### src/rtl/alien_collision_ctrl.sv
// Collision/death controller: per-pixel bullet-vs-alien kills, per-frame player contact, lives, death freeze, game over.
// Optional build macro ALIEN_INVULN_EN adds a post-respawn grace period during which player contact is ignored.
module alien_collision_ctrl #(
  parameter int LIVES_INIT   = 3,
  parameter int DEATH_FRAMES = 60
`ifdef ALIEN_INVULN_EN
  ,
  parameter int GRACE_FRAMES = 90
`endif
) (
  input  logic       clk,
  input  logic       reset,
  input  logic       startOfFrame,
  input  logic       alien_dr,
  input  logic       player_dr,
  input  logic       bullet_dr,
  output logic       alien_died,
  output logic       bullet_hit,
  output logic       score_pulse,
  output logic       player_died,
  output logic [2:0] lives,
  output logic       game_over,
  output logic [1:0] dbg_state
);

  typedef enum logic [1:0] {
    PLAY  = 2'd0,
    DYING = 2'd1,
    OVER  = 2'd2
  } state_e;

  state_e     state_q, state_d;
  logic       kill_latch_q, kill_latch_d;
  logic       touch_latch_q, touch_latch_d;
  logic [2:0] lives_q, lives_d;
  logic [7:0] cnt_q, cnt_d;
  logic       score_pulse_q;
  logic       player_died_q, player_died_d;
  logic       game_over_q, game_over_d;
  logic       in_play;
  logic       contact;
  logic       touch;
  logic       grace_on;

`ifdef ALIEN_INVULN_EN
  logic [7:0] grace_q, grace_d;
  assign grace_on = (grace_q != 8'd0);
`else
  assign grace_on = 1'b0;
`endif

  assign in_play    = (state_q == PLAY);
  // Zero latency: the alien block routes this strobe using its own pixel-local request.
  assign alien_died = alien_dr & bullet_dr & ~kill_latch_q & in_play;
  assign bullet_hit = alien_died;
  assign contact    = alien_dr & player_dr & in_play & ~grace_on;
  assign touch      = touch_latch_q | contact;

  always_comb begin
    state_d       = state_q;
    kill_latch_d  = kill_latch_q;
    touch_latch_d = touch_latch_q;
    lives_d       = lives_q;
    cnt_d         = cnt_q;
`ifdef ALIEN_INVULN_EN
    grace_d       = grace_q;
`endif
    if (startOfFrame) begin
      kill_latch_d  = alien_died;
      touch_latch_d = 1'b0;
`ifdef ALIEN_INVULN_EN
      if (grace_q != 8'd0) grace_d = grace_q - 8'd1;
`endif
      case (state_q)
        PLAY: begin
          // Contact on this cycle still belongs to the frame that is closing.
          if (touch) begin
            state_d = DYING;
            lives_d = lives_q - 3'd1;
            cnt_d   = 8'd0;
          end
        end
        DYING: begin
          if (cnt_q == 8'(DEATH_FRAMES - 1)) begin
            state_d = (lives_q != 3'd0) ? PLAY : OVER;
`ifdef ALIEN_INVULN_EN
            if (lives_q != 3'd0) grace_d = 8'(GRACE_FRAMES);
`endif
          end else begin
            cnt_d = cnt_q + 8'd1;
          end
        end
        default: ;
      endcase
    end else begin
      kill_latch_d  = kill_latch_q | alien_died;
      touch_latch_d = touch_latch_q | contact;
    end
    player_died_d = (state_d == DYING);
    game_over_d   = (state_d == OVER);
  end

  always_ff @(posedge clk) begin
    if (reset) begin
      state_q       <= PLAY;
      kill_latch_q  <= 1'b0;
      touch_latch_q <= 1'b0;
      lives_q       <= 3'(LIVES_INIT);
      cnt_q         <= 8'd0;
      score_pulse_q <= 1'b0;
      player_died_q <= 1'b0;
      game_over_q   <= 1'b0;
`ifdef ALIEN_INVULN_EN
      grace_q       <= 8'd0;
`endif
    end else begin
      state_q       <= state_d;
      kill_latch_q  <= kill_latch_d;
      touch_latch_q <= touch_latch_d;
      lives_q       <= lives_d;
      cnt_q         <= cnt_d;
      score_pulse_q <= alien_died;
      player_died_q <= player_died_d;
      game_over_q   <= game_over_d;
`ifdef ALIEN_INVULN_EN
      grace_q       <= grace_d;
`endif
    end
  end

  assign score_pulse = score_pulse_q;
  assign player_died = player_died_q;
  assign lives       = lives_q;
  assign game_over   = game_over_q;
  assign dbg_state   = state_q;

endmodule
### config.mk
export PLATFORM = sky130hd
export DESIGN_NAME = alien_collision_ctrl
export DESIGN_NICKNAME = d
export VERILOG_FILES = /design/src/rtl/alien_collision_ctrl.sv
export SDC_FILE = /design/constraint.sdc
export NUM_CORES = 1
export LEC_CHECK = 0
export ABC_AREA = 1
export BUFFER_PORTS_ARGS = -buffer_cell sky130_fd_sc_hd__buf_2
export CELL_PAD_IN_SITES_DETAIL_PLACEMENT = 2
export CELL_PAD_IN_SITES_GLOBAL_PLACEMENT = 2
export CORE_UTILIZATION = 27
export CTS_CLUSTER_DIAMETER = 30
export DETAILED_ROUTE_END_ITERATION = 8
export GPL_TIMING_DRIVEN = 0
export PLACE_DENSITY_LB_ADDON = 0.3
export REMOVE_ABC_BUFFERS = 1
export SYNTH_ARGS = -nofsm -noshare
export SYNTH_HDL_FRONTEND = slang
export SYNTH_SLANG_ARGS = --single-unit
### constraint.sdc
create_clock -name clk -period 1.4 [get_ports clk]
set_input_delay 0 -clock clk [delete_from_list [all_inputs] [get_ports clk]]
set_output_delay 0 -clock clk [all_outputs]
set_load 0.02 [all_outputs]
==> results.cfg <==
[yosys]
synthCells = 133
synth_area_per_cell_um2 = 7.084
synth_top_area_cell = dfxtp_1
yosys_warnings = 0
synth_seq_cells = 18
synth_cell_types = 24
synth.area.top_cells = dfxtp_1, nor2_1, inv_1
seq_area_frac_synth = 0.3825
synth_top_area_share = 0.3825
netlist_area_um2 = 942.2

[floorplan]
die_area_um2 = 3730
core_area_um2 = 3337
io_pins = 16
initial_core_util = 0.2823
rows = 21
die_y_um = 61.07
die_w_um = 61.07

[sta]
timing.final.crit_share = 0.9356
slew_headroom = 0.7726
min_period_ns = 1.310
finClkSkew_ns = 0.007036
hold_viol = 0
timing.fmax_mhz = 763.5
holdWs_ns = 0.01572
worst_pin_slew_ns = 0.3395
drv_slew = 0
setup_violations = 0
grt_setup_unrepaired = true

[power_and_ir_drop]
power_density_nw_per_um2 = 783.7
ir_worst_vdd_v = 0.0003890
p_leak_nw = 0.5696

[finish]
fillers = 408
drive_gt1_frac = 0.3000
regArea_um2 = 372.9
final_cell_mix = nor2_1, inv_1, nand2_1
multi_input_area_um2 = 538.0
stdcell_count = 206
layout_commonest_cell = nor2_1
final_area_um2 = 1249
layout-area-overhead-vs-synth_pct = 32.54
diodes = 0
nNetsFinal = 171

[detailed_routing]
wl_um = 2521
vias = 934
routed_via_density = 4.534
wl_per_cell_um = 12.24
drc = 0
drt_iter0_drc = 11
dr.pass1.iters = 3
antenna_left = 0

[worst_setup_path]
worstPathRequired_ns = 1.59
slowest_stage = dfxtp_4
crit_arrival_ns = 1.50
path_cells = ha_4 > nand2_2 > nor2_4 > nand3_4 > nand2_4 > inv_1 > nor2_1 > nor2_1
path_buf_inv = 1
slowest_delay_ns = 0.38
path_class = flip-flop to flip-flop
end_kind = flip-flop
r2r_setup_slack_ns = 0.09
cp-start-kind = flip-flop
crit_fanout = 8
path_common_cell = nor2_1
path_delay_family = simple AND/OR/NAND/NOR gates

[placement]
placed_area_um2 = 1059
gp_congestion = 0.7183
hpwl_um = 1860
dp_cells = 191
numPortBuffers = 15

[clock_network]
cts.sinks = 18
clockBufferDepth = 2
cts_tree = done
root_buffer = clkbuf_4
clkLatencyLatePin_ns = 0.30
clk_pin_slew_worst_paths_ns = 0.11
h-tree-depth = 1
cts_made_buffers = 3

[global_routing]
antenna_found_initial = 0
overflow = 0
grt_pass1_vias = 894
grt_pass1_wl_um = 4071
grt_use_total = 0.1508
grt_max_degree = 12

[outcome]
status = complete, no violations

[worst_hold_path]
hold_class = input pin to flip-flop

[job]
maxCapViolCount = 0
[registers in the layout, summed over array words and instances, names as in the netlist]
signal,count
cnt_q,8
dbg_state,2
game_over,1
kill_latch_q,1
lives,3
player_died,1
score_pulse,1
touch_latch_q,1
[per-stage QoR]
step | TNS (ns) | util | worst slack (ns) | power [mW]
4_1_cts | 0 | 0.3438 | 0.006004 | 0.9719
3_3_place_gp | -0.6166 | 0.3172 | -0.1161 | 0.6805
5_1_grt | -0.03428 | 0.3742 | -0.01392 | 1.041
3_5_place_dp | -1.224 | 0.3172 | -0.1636 | 0.6871
6_report | 0 | 0.3742 | 0.09018 | 0.9786
2_1_floorplan | 0 | - | 0.08689 | 0.6368
[per-layer routing]
layer | part of all wire | up-vias | global-route usage
li1 | - | 473 | -
met1 | 0.45 | 444 | 0.1740
met2 | 0.52 | 13 | 0.2717
met3 | 0.025 | 4 | 0.02521
met4 | 0.012 | 0 | 0.06818
met5 | 0 | - | 0
[worst reg2reg max path, cell delays in order, from the launching register on]
cell and delay [ns]:
dfxtp_4 0.38, ha_4 0.16, nand2_2 0.07, nor2_4 0.11, nand3_4 0.14, nand2_4 0.14, inv_1 0.06, nor2_1 0.10
nor2_1 0.06
[cell usage after synthesis, drive strengths merged]
cell type and number:
o21bai 1, a31oi 2, nor3 1, ha 3
buf 2, dfxtp 18, inv 22, xnor2 1
xor2 1, a21oi 7, o21ai 5, nand2 25
clkbuf 1, nor2 28, nand4 4, nand3 12
[report_power, final]
| group | leakage (nW) | switching, mW | total, mW | internal [mW] |
|---|---|---|---|---|
| Sequential | 0.149 | 0.0151 | 0.542 | 0.527 |
| Combinational | 0.407 | 0.101 | 0.170 | 0.0693 |
| Clock | 0.0138 | 0.166 | 0.267 | 0.100 |
| Total | 0.570 | 0.283 | 0.979 | 0.696 |
[layout make-up]
type	count	share of cell area
Timing Repair Buffer	27	0.1383
Sequential cell	18	0.2986
Clock buffer	3	0.01804
Tap cell	46	0.04609
Multi-Input combinational cell	90	0.4309
Inverter	22	0.06814
[kinds of logic after synthesis]
logic type,synth area share
XOR/XNOR,0.01860
AND/OR/NAND/NOR,0.3493
buffers and inverters,0.1049
AO/OA/AOI/OAI,0.1049
flip-flops,0.3825
adder cells (fa/ha/maj),0.03984
[path summary, 6_finish.rpt]
kind                    startpoint                     to  depth (start not counted)
max reg2reg  cnt_q[0]$_SDFFE_PP0P_  cnt_q[1]$_SDFFE_PP0P_                          8
min                          reset  cnt_q[4]$_SDFFE_PP0P_                          2
max          cnt_q[0]$_SDFFE_PP0P_  cnt_q[1]$_SDFFE_PP0P_                          8
min reg2reg  lives[0]$_SDFFE_PP1P_  lives[0]$_SDFFE_PP1P_                          1
[repair_timing]
item / in CTS / in global routing
gates cloned: 0 / 0
hold buffers: 3 / 0
hold endpoints to repair: 2 / 0
endpoints found under the setup margin: 14 / 14
setup buffers: 0 / 9
resized for setup: 10 / 10
pin swaps: 0 / 6
No activity file was read; power rests on OpenSTA's default activity.
